[src/rtl/div_share_ctrl.sv]
// Round-robin arbiter + sequencer sharing one shift-subtract divider; result DW cycles after accept
// (1 cycle for divide-by-zero); response held in DONE until rsp_ready, no accepts until it retires.
module div_share_ctrl #(
  parameter int DW   = 8,
  parameter int VW   = 4,
  parameter int NREQ = 2,
  localparam int IW  = (NREQ > 1) ? $clog2(NREQ) : 1
) (
  input  logic               clk,
  input  logic               rst_n,
  input  logic [NREQ-1:0]    req_valid,
  output logic [NREQ-1:0]    req_ready,
  input  logic [NREQ*DW-1:0] req_dividend,
  input  logic [NREQ*VW-1:0] req_divisor,
  output logic               rsp_valid,
  input  logic               rsp_ready,
  output logic [IW-1:0]      rsp_id,
  output logic [DW-1:0]      rsp_q,
  output logic [DW-1:0]      rsp_r,
  output logic               rsp_dz,
  output logic               busy
);

  localparam int CW = (DW > 1) ? $clog2(DW) : 1;

  typedef enum logic [1:0] {IDLE, ITER, DONE} state_t;

  state_t          state, state_n;
  logic            rsp_valid_n;
  logic [IW-1:0]   rr_ptr;
  logic [IW-1:0]   cand;
  logic [IW-1:0]   gnt_idx;
  logic            gnt_found;
  logic            accept;
  logic [DW-1:0]   sel_dvd;
  logic [VW-1:0]   sel_dvs;
  logic [IW-1:0]   op_id;
  logic [VW-1:0]   op_dvs;
  logic [VW-1:0]   rem;
  logic [DW-1:0]   quo;
  logic [CW-1:0]   cnt;
  logic [VW:0]     rem_sh;
  logic [VW:0]     diff;
  logic [VW-1:0]   rem_n;
  logic [DW-1:0]   quo_n;
  logic            last_iter;

  // Round-robin search starting at rr_ptr
  always_comb begin
    gnt_found = 1'b0;
    gnt_idx   = '0;
    cand      = '0;
    for (int i = 0; i < NREQ; i++) begin
      cand = IW'((int'(rr_ptr) + i) % NREQ);
      if (!gnt_found && req_valid[cand]) begin
        gnt_found = 1'b1;
        gnt_idx   = cand;
      end
    end
  end

  always_comb begin
    sel_dvd = '0;
    sel_dvs = '0;
    for (int k = 0; k < NREQ; k++) begin
      if (gnt_idx == IW'(k)) begin
        sel_dvd = req_dividend[k*DW +: DW];
        sel_dvs = req_divisor[k*VW +: VW];
      end
    end
  end

  assign accept    = (state == IDLE) && gnt_found;
  assign req_ready = accept ? (NREQ'(1) << gnt_idx) : '0;
  assign busy      = (state != IDLE);

  // One restoring-division step; the borrow bit of diff doubles as the compare result
  always_comb begin
    rem_sh    = {rem, quo[DW-1]};
    diff      = rem_sh - {1'b0, op_dvs};
    rem_n     = rem_sh[VW-1:0];
    quo_n     = {quo[DW-2:0], 1'b0};
    if (!diff[VW]) begin
      rem_n = diff[VW-1:0];
      quo_n = {quo[DW-2:0], 1'b1};
    end
    last_iter = (cnt == CW'(DW-1));
  end

  always_comb begin
    state_n     = state;
    rsp_valid_n = rsp_valid;
    case (state)
      IDLE: begin
        if (gnt_found) state_n = (sel_dvs == '0) ? DONE : ITER;
      end
      ITER: begin
        if (last_iter) begin
          state_n     = DONE;
          rsp_valid_n = 1'b1;
        end
      end
      DONE: begin
        // Divide-by-zero enters DONE with rsp_valid low and raises it one cycle later
        if (!rsp_valid) begin
          rsp_valid_n = 1'b1;
        end else if (rsp_ready) begin
          state_n     = IDLE;
          rsp_valid_n = 1'b0;
        end
      end
      default: begin
        state_n     = IDLE;
        rsp_valid_n = 1'b0;
      end
    endcase
  end

  always_ff @(posedge clk or negedge rst_n) begin
    if (!rst_n) begin
      state     <= IDLE;
      rsp_valid <= 1'b0;
    end else begin
      state     <= state_n;
      rsp_valid <= rsp_valid_n;
    end
  end

  always_ff @(posedge clk or negedge rst_n) begin
    if (!rst_n) begin
      rr_ptr <= '0;
      op_id  <= '0;
      op_dvs <= '0;
      rem    <= '0;
      quo    <= '0;
      cnt    <= '0;
      rsp_id <= '0;
      rsp_q  <= '0;
      rsp_r  <= '0;
      rsp_dz <= 1'b0;
    end else if (accept) begin
      rr_ptr <= IW'((int'(gnt_idx) + 1) % NREQ);
      op_id  <= gnt_idx;
      op_dvs <= sel_dvs;
      rem    <= '0;
      quo    <= sel_dvd;
      cnt    <= '0;
      if (sel_dvs == '0) begin
        rsp_id <= gnt_idx;
        rsp_q  <= '1;
        rsp_r  <= sel_dvd;
        rsp_dz <= 1'b1;
      end
    end else if (state == ITER) begin
      rem <= rem_n;
      quo <= quo_n;
      cnt <= cnt + CW'(1);
      if (last_iter) begin
        rsp_id <= op_id;
        rsp_q  <= quo_n;
        rsp_r  <= DW'(rem_n);
        rsp_dz <= 1'b0;
      end
    end
  end

endmodule

[config.mk]
export PLATFORM = sky130hd
export DESIGN_NAME = div_share_ctrl
export DESIGN_NICKNAME = d
export VERILOG_FILES = /design/src/rtl/div_share_ctrl.sv
export SDC_FILE = /design/constraint.sdc
export NUM_CORES = 1
export LEC_CHECK = 0
export BUFFER_PORTS_ARGS = -buffer_cell sky130_fd_sc_hd__buf_2
export CAP_MARGIN = 5
export CELL_PAD_IN_SITES_DETAIL_PLACEMENT = 1
export CELL_PAD_IN_SITES_GLOBAL_PLACEMENT = 1
export CORE_MARGIN = 2
export CORE_UTILIZATION = 46
export CTS_BUF_LIST = sky130_fd_sc_hd__clkbuf_2 sky130_fd_sc_hd__clkbuf_4 sky130_fd_sc_hd__clkbuf_8
export DETAILED_ROUTE_END_ITERATION = 8
export PLACE_DENSITY = 0.87
export SLEW_MARGIN = 20
export SYNTH_ARGS = -nofsm -noshare
export SYNTH_HDL_FRONTEND = slang
export SYNTH_SLANG_ARGS = --single-unit
[constraint.sdc]
create_clock -name clk -period 5.4 [get_ports clk]
set_input_delay 1.08 -clock clk [delete_from_list [all_inputs] [get_ports clk]]
set_output_delay 1.08 -clock clk [all_outputs]
set_load 0.05 [all_outputs]
==> impl_metrics.toml, run 1 <==
[status]
status = "completed"

[die]
ios = 51
die_w_um = 76.3
rows = 26
fp.dieH_um = 76.3
start_util = 0.474
fp.coreArea_um2 = 5070
dieArea_um2 = 5820

[final_layout]
final_core_util = 0.559
layout-drive-gt1-share = 0.259
layout_commonest_cell = "buf_2"
diodes = 0
area_growth_pct = 17.8
nets = 328
final_cell_mix = "buf_2 (50), dfrtp_1 (42), nor2_1 (22), a21oi_1 (21), inv_1 (19)"
fillers = 610
finalNonFillerCells = 360

[clock_tree]
clk_latency_ps = 310
cts_tree = "done"
htreeDepth = 2
cts_made_buffers = 5
clockRootBuffer = "clkbuf_8"
clk_path_buf_depth = 2
cts_sinks = 42
clkSlewWorstSetupHoldPaths_ps = 90
ctsResizeCount = 0
postCtsSetupBuffers = 0
cts_hold_buffers = 0

[power_and_ir_drop]
ir_drop_mv = 0.362
p_leak_nw = 1.44
power.density_nw_per_um2 = 711
total_power_mw = 2.02

[critical_path]
path_delay_family = "buffers and inverters"
rrSetupSlack_ps = 2580
startpoint = "req_valid[0]"
r2r-start = "state[1]"
r2r-end = "rsp_r[4]"
cp.arrival_ps = 2200
cpMostUsedCell = "buf_2"
worstSetupPathType = "primary input to output port"
worst-path-stages = 4
cp_max_fo = 8
end_kind = "output port"
cp_slowest_stage_delay_ps = 380
cp.required_ps = 4320
startpoint_type = "primary input"
crit_end = "req_ready[0]"
path_cells = "buf_2 > a21boi_2 > and2_1 > buf_2"
path_buf_inv = 2
rr_worst_depth = 7
crit_slowest_cell = "and2_1"

[logic_synthesis]
synthFlopType = "dfrtp_1"
synth.ff_latch_count = 42
syn_inst = 244
yosysTopAreaCell = "dfrtp_1"
synth_edf_count = 0
syn-num-nets = 283
yosysUniqueCellTypes = 49
synthesis.area_um2 = 2410
syn_area_per_cell_um2 = 9.86
synthArstFlopShare = 1.00
ys_seq_area_frac = 0.437
ys_warn_count = 0
synth.top_cell.area_share = 0.437
ys_top_cells_by_area = "dfrtp_1 (44%), mux2_4 (5.0%), ha_1 (4.7%)"

[route]
drcViolationCount = 0
vias = 2013
dr.pass1.iters = 4
antenna_left = 0
first_iter_violations = 127
wire_per_inst_um = 17.7
vias_per_cell = 5.59
totalWireLength_mm = 6.38

[job]
max_cap_violations = 0

[min_path]
hold_path.class = "flop to flop"

[global_routing]
grt_overflow = 0
grt_start_max_net_pins = 43
busiest_layer = "met2"
grt_use_total = 0.235
antenna_found_initial = 0
grt_first_pass_wirelength_mm = 10.7
grt_use_met3 = 0.0403
grt_pass1_vias = 2141
met1_usage = 0.296
grt_util_met2 = 0.409

[place]
io_buffer_count = 50
dp.cells = 352
gp_congestion = 0.813
dp_hpwl_mm = 4.60
place_ws_ps = 2120

[sta]
skew_ps = 6.78
slew_headroom = 0.357
maxSlewViolCount = 0
rsz0062_at_grt = "false"
finalSetupViolCount = 0
fmax_mhz = 305
tns_ps = 0
postLayoutSetupSlackWorst_ps = 2120
layout_worst_path_cycle_share = 0.607
tightest_slew_ps = 965
min_period_ps = 3280
final_hold_viol_count = 0
==> per-stage QoR <==
step	hold slack [ps]	area, um2
finish	494	2840
global route	534	2840
CTS	498	2840
detailed placement	478	2700
global placement	465	2700
floorplan	446	2410
==> Yosys cell counts (3+ instances only) <==
cell type  number
a21o_1          3
a21oi_1        21
a22o_1          6
a22oi_1         7
a2bb2oi_1       5
and2_1          3
and3_1          3
buf_2           4
clkbuf_1        8
dfrtp_1        42
ha_1            9
inv_1          19
mux2_4          8
mux2i_1         8
nand2_1        12
nand3_1         6
nand3b_1        4
nor2_1         22
nor3_1          3
o21ai_0        12
or3_1           5
==> sequential cells by signal, indices dropped and copies added (netlist names) <==
name	cells
quo	8
rsp_q	8
rsp_r	8
op_dvs	4
rem	4
cnt	3
state	2
op_id	1
rr_ptr	1
rsp_dz	1
rsp_id	1
rsp_valid	1
==> tightest hold or removal path, delay by kind of cell, from the launching register on <==
kind            cells  cell delay, ps
simple gates        1              50
compound gates      1              60
flops               1             360
==> report_power, final <==
group          leakage, nW  switching [mW]  internal [mW]
logic                0.856           0.766          0.397
registers            0.514          0.0944          0.454
clock network       0.0683           0.120          0.185
total                 1.44           0.980           1.04
==> metal layers <==
metal,routed length [um],vias to the layer above
met5,0,-
met3,235,12
met2,3220,45
met1,2790,999
met4,129,0
li1,-,957
==> worst min path at each step <==
stage,start,depth (start not counted),slack [ps],end
after floorplan,op_id,1,450,op_id
after global placement,op_dvs[2],2,460,op_dvs[2]
after detailed placement,op_dvs[1],2,480,op_dvs[1]
after CTS,op_dvs[1],2,500,op_dvs[1]
after global routing,rsp_id,1,530,rsp_id
final,op_dvs[1],2,490,op_dvs[1]
==> kinds of logic (layout without fill, tap and decap cells) <==
kind of cell / Yosys count / count (layout) / synth area share
multiplexers: 18 / 18 / 0.0936
AO/OA/AOI/OAI: 71 / 71 / 0.206
buffers and inverters: 32 / 78 / 0.0520
adder cells (fa/ha/maj): 10 / 10 / 0.0551
AND/OR/NAND/NOR: 68 / 68 / 0.145
XOR/XNOR: 3 / 3 / 0.0109
flip-flops: 42 / 42 / 0.437
==> area by class of cell <==
class | count | area (um2) | area share
Clock buffer | 5 | 68.8 | 0.0243
Inverter | 19 | 71.3 | 0.0252
Clock inverter | 3 | 68.8 | 0.0243
Tap cell | 70 | 87.6 | 0.0309
Multi-Input combinational cell | 170 | 1230 | 0.434
Sequential cell | 42 | 1050 | 0.371
Timing Repair Buffer | 51 | 258 | 0.0909
No activity file was read; power rests on OpenSTA's default activity.
==> run 2: changes to the inputs <==
Settings changed: CORE_UTILIZATION 46 to 43, PLACE_DENSITY 0.87 to 0.82.
Clock period 5.4 ns to 3.36 ns, I/O delays scaled along.
==> run 2 against run 1 <==
- power increased by 60%
- global-route usage fell by 1.8 points
- core utilization down 3.3 points
- wire length is 2.5% lower
- setup slack got worse by 1500 ps
- count of clock-buffer cells in the layout unchanged
- critical path type is now flop to output port
- critical endpoint is now req_ready[1]
- largest cell class unchanged
==> impl_metrics.toml, run 2 (synthesis gave the netlist of run 1 again) <==
[clock_tree]
cts_hold_buffers = 0
htreeDepth = 2
clk_latency_ps = 290
cts_tree = "done"
cts_sinks = 42
clk_path_buf_depth = 2
postCtsSetupBuffers = 0
clockRootBuffer = "clkbuf_8"
cts_made_buffers = 5
ctsResizeCount = 0
clkSlewWorstSetupHoldPaths_ps = 80

[power_and_ir_drop]
power.density_nw_per_um2 = 1130
ir_drop_mv = 0.565
p_leak_nw = 1.45
total_power_mw = 3.23

[critical_path]
cp_max_fo = 12
cp.required_ps = 2690
end_kind = "output port"
startpoint_type = "flop"
worstSetupPathType = "flop to output port"
cp.arrival_ps = 2080

[sta]
tns_ps = 0
final_hold_viol_count = 0
min_period_ps = 2760
maxSlewViolCount = 0
slew_headroom = 0.364
layout_worst_path_cycle_share = 0.820
rsz0062_at_grt = "false"
finalSetupViolCount = 0
skew_ps = 4.48
tightest_slew_ps = 954
fmax_mhz = 363

[route]
first_iter_violations = 76
totalWireLength_mm = 6.22
dr.pass1.iters = 4
antenna_left = 0
vias_per_cell = 5.45
drcViolationCount = 0
vias = 1991
wire_per_inst_um = 17.0

[die]
ios = 51
start_util = 0.442
die_w_um = 78.8
fp.coreArea_um2 = 5440
rows = 27
dieArea_um2 = 6210
fp.dieH_um = 78.8

[global_routing]
grt_start_max_net_pins = 43
grt_pass1_vias = 2137
antenna_found_initial = 0
grt_use_total = 0.217
grt_overflow = 0
grt_first_pass_wirelength_mm = 10.5

[final_layout]
diodes = 0
layout_commonest_cell = "buf_2"
area_growth_pct = 18.9
nets = 331
final_cell_mix = "buf_2 (50), dfrtp_1 (42), nor2_1 (22), a21oi_1 (21), inv_1 (19)"
reg_top3 = "quo (8), rsp_q (8), rsp_r (8)"
layout-drive-gt1-share = 0.266

[job]
max_cap_violations = 0

[status]
status = "completed"

[min_path]
hold_path.class = "flop to flop"

[place]
io_buffer_count = 50
dp_hpwl_mm = 4.58
gp_congestion = 0.781
## run 2: final timing paths
kind	start	endpoint	slack, ps	depth (start not counted)
worst min-delay path	op_id	op_id	500	1
worst max-delay path	state[0]	req_ready[1]	600	4
worst max register to register	state[0]	rsp_id	880	7
max in group asynchronous	rst_n	rem[3]	2240	1
min in group asynchronous	rst_n	rsp_q[0]	520	1
worst min register to register	op_id	op_id	500	1
## run 2: per-stage QoR
stage / utilization / cell area [um2] / hold WS [ps] / cells / setup slack (ps)
after floorplan: - / 2410 / 376 / 244 / 997
after global placement: 0.501 / 2720 / 457 / 357 / 952
after detailed placement: 0.501 / 2720 / 479 / 357 / 889
after CTS: 0.526 / 2860 / 498 / 365 / 629
after global routing: 0.526 / 2860 / 524 / 365 / 501
final: 0.526 / 2860 / 496 / 365 / 604
## run 2: power breakdown
| group | total (mW) | switching [mW] | internal [mW] |
|---|---|---|---|
| Clock | 0.480 | 0.183 | 0.298 |
| Combinational | 1.87 | 1.22 | 0.646 |
| Sequential | 0.877 | 0.147 | 0.730 |
## run 2: worst max-delay path: stages, from the launching register on
cell and delay, ps:
dfrtp_1 410, inv_1 110, ha_1 440, and3_1 490, buf_2 350
## run 2: layout make-up
class                      instances  area [um2]
sequential                        42        1050
timing repair buffer              54         280
tap                               72        90.1
fill                             640        2580
clock buffer                       5        68.8
clock inverter                     3        68.8
multi-input combinational        170        1230
inverter                          19        71.3
## run 2: routing by layer
layer	part of all wire	global-route usage
met1	0.44	0.266
met2	0.53	0.398
met3	0.021	0.0364
met4	0.0090	0.0474
met5	0	0
==> run 3: changes to the inputs <==
Settings changed: ABC_AREA set to 1, CORE_UTILIZATION 43 to 37, PLACE_DENSITY 0.82 to 0.78.
Clock period 3.36 ns to 2.41 ns, I/O delays scaled along.
==> run 3 against run 2 <==
- critical path depth increased by 1
- flip-flop and latch count unchanged
- combinational power increased by 37%
- core utilization decreased by 7.1 points
- global-route usage decreased by 2.8 points
- power increased by 34%
==> impl_metrics.toml, run 3 <==
[status]
status = "completed"

[critical_path]
worstSetupPathType = "flop to output port"
startpoint_type = "flop"
path_buf_inv = 2
cp.arrival_ps = 1740
path_delay_family = "buffers and inverters"
cp_slowest_stage_delay_ps = 400
cp_max_fo = 6
rr_worst_depth = 12
rrSetupSlack_ps = 460
cp.required_ps = 1930
startpoint = "state[0]"
end_kind = "output port"
crit_slowest_cell = "dfrtp_1"
r2r-start = "quo[7]"
worst-path-stages = 5
r2r-end = "rsp_r[0]"
crit_end = "req_ready[0]"
path_cells = "inv_1 > ha_1 > o21ai_4 > nor2_2 > buf_2"

[power_and_ir_drop]
pwr-share-clk = 0.132
total_power_mw = 4.32
combPwrFrac = 0.594
power.density_nw_per_um2 = 1480
p_int_mw = 2.10
p_leak_nw = 1.68
p_sw_mw = 2.22
seq_power_share = 0.274
p_sw_frac = 0.514
ir_drop_mv = 0.673

[clock_tree]
cts_tree = "done"
cts_made_buffers = 5
clk_latency_ps = 290
clockRootBuffer = "clkbuf_8"
htreeDepth = 2
cts_hold_buffers = 0
clkSlewWorstSetupHoldPaths_ps = 80
cts_sinks = 42
clk_path_buf_depth = 2

[die]
die_w_um = 85.8
dieArea_um2 = 7370
fp.coreArea_um2 = 6420
start_util = 0.386
fp.dieH_um = 85.8
ios = 51
rows = 29

[logic_synthesis]
yosysTopAreaCell = "dfrtp_1"
post-synth-top-count-cell = "nand2_1"
ys_top_cells_by_area = "dfrtp_1 (42%), nand2_1 (16%), nand3_1 (9.1%)"
ys_warn_count = 0
syn_inst = 322
synthesis.area_um2 = 2480
syn_area_per_cell_um2 = 7.70
synth_edf_count = 0
synth.ff_latch_count = 42
synthArstFlopShare = 1.00
synthFlopType = "dfrtp_1"
yosysUniqueCellTypes = 28
ys_seq_area_frac = 0.424
ys_top_cells_by_count = "nand2_1 (105), nand3_1 (45), dfrtp_1 (42)"
synth.top_cell.area_share = 0.424
syn-num-nets = 361

[sta]
skew_ps = 5.35
final_hold_viol_count = 0
slew_headroom = 0.732
tightest_slew_ps = 402
postLayoutSetupSlackWorst_ps = 191
finalSetupViolCount = 0
min_period_ps = 2220
layout_worst_path_cycle_share = 0.921
rsz0062_at_grt = "false"
maxSlewViolCount = 0
tns_ps = 0
fmax_mhz = 451

[route]
dr.pass1.iters = 6
drcViolationCount = 0
vias_per_cell = 4.96
wire_per_inst_um = 14.4
first_iter_violations = 54
antenna_left = 0
vias = 2254
totalWireLength_mm = 6.52

[global_routing]
grt_use_total = 0.189
grt_start_max_net_pins = 28
grt_pass1_vias = 2384
grt_overflow = 0
antenna_found_initial = 0
grt_first_pass_wirelength_mm = 11.0

[final_layout]
final_core_util = 0.455
reg_top3 = "quo (8), rsp_q (8), rsp_r (8)"
layout-drive-gt1-share = 0.265
area_growth_pct = 18.0
layout_commonest_cell = "nand2_1"
nets = 415
fillers = 836
finalNonFillerCells = 454
final_cell_mix = "nand2_1 (105), buf_2 (50), nand3_1 (45), dfrtp_1 (42), inv_1 (35)"
diodes = 0

[place]
io_buffer_count = 50
place_ws_ps = 391
dp_hpwl_mm = 5.07
gp_congestion = 0.818
dp.cells = 446

[min_path]
hold_path.class = "primary input to asynchronous set/reset pin"

[job]
max_cap_violations = 0
## run 3: changes by cell type after synthesis, moves of 6 or more
cell | before | now
nand2_1 | 12 | 105
nand2_2 | 0 | 22
o21ai_0 | 12 | 18
nand3_1 | 6 | 45
mux2i_1 | 8 | 0
inv_1 | 19 | 35
a22oi_1 | 7 | 0
nor2_1 | 22 | 7
a21oi_1 | 21 | 7
a22o_1 | 6 | 0
mux2_4 | 8 | 0
## run 3: cells by family (layout without fill, tap and decap cells)
kind of cell / count (synthesis) / in the layout / share of synthesized area
DFF: 42 / 42 / 0.424
xor gates and xnor gates: 2 / 2 / 0.00707
and+or+nand+nor: 189 / 189 / 0.356
AOI/OAI and AO/OA: 32 / 32 / 0.0737
adders and majority gates: 10 / 10 / 0.0535
buffers and inverters: 47 / 102 / 0.0858
## run 3: cell type report
type,instances,area [um2],area share
inverters,36,135,0.0462
flip-flops and latches,42,1050,0.359
well taps,77,96.3,0.0329
repair buffers,58,310,0.106
clock inverters,1,30.0,0.0103
multi-input cells,233,1220,0.416
clock buffers,7,83.8,0.0287
## run 3: worst reg2reg max path, cell delays in order, from the launching register on
cell and delay [ps]:
dfrtp_1 410, inv_1 70, ha_1 130, inv_1 60, fa_1 430, nand2_1 90
nand2_1 70, nand3_1 70, nand2_1 160, nand3_1 140, nand3_1 110, nand2_2 90
nand2_2 50
## run 3: worst min path at each step
stage               endpoint   from  depth (start not counted)
finish              rsp_r[2]  rst_n                          1
global route        rsp_q[0]  rst_n                          1
CTS                 rsp_r[2]  rst_n                          1
detailed placement  rsp_r[2]  rst_n                          1
global placement    rsp_r[3]  rst_n                          1
floorplan             cnt[0]  rst_n                          0
## run 3: timing repair
| action | in CTS | in global routing |
|---|---|---|
| gates resized for setup | 0 | 1 |
| endpoints found under the setup margin | 0 | 1 |
| setup buffers | 0 | 0 |
## run 3: routing by layer
| layer | track usage | up-vias | routed length (um) |
|---|---|---|---|
| met1 | 0.227 | 1095 | 2850 |
| met2 | 0.349 | 27 | 3470 |
| met5 | 0 | - | 0 |
| li1 | - | 1123 | - |
| met3 | 0.0318 | 9 | 136 |
| met4 | 0.0476 | 0 | 70 |
## run 3: metrics by stage
| stage | area, um2 | hold WS [ps] |
|---|---|---|
| final | 2920 | 91.3 |
| after global routing | 2920 | 119 |
| after CTS | 2920 | 102 |
| after detailed placement | 2810 | 425 |
| after global placement | 2810 | 415 |
| after floorplan | 2480 | 186 |
## run 3: power by group through the flow
stage / logic, mW / registers, mW / clock network (mW)
global placement: 2.49 / 1.18 / 0
detailed placement: 2.57 / 1.20 / 0
floorplan: 1.43 / 1.68 / 0
global route: 2.86 / 1.22 / 0.606
CTS: 2.59 / 1.19 / 0.587
finish: 2.56 / 1.18 / 0.570
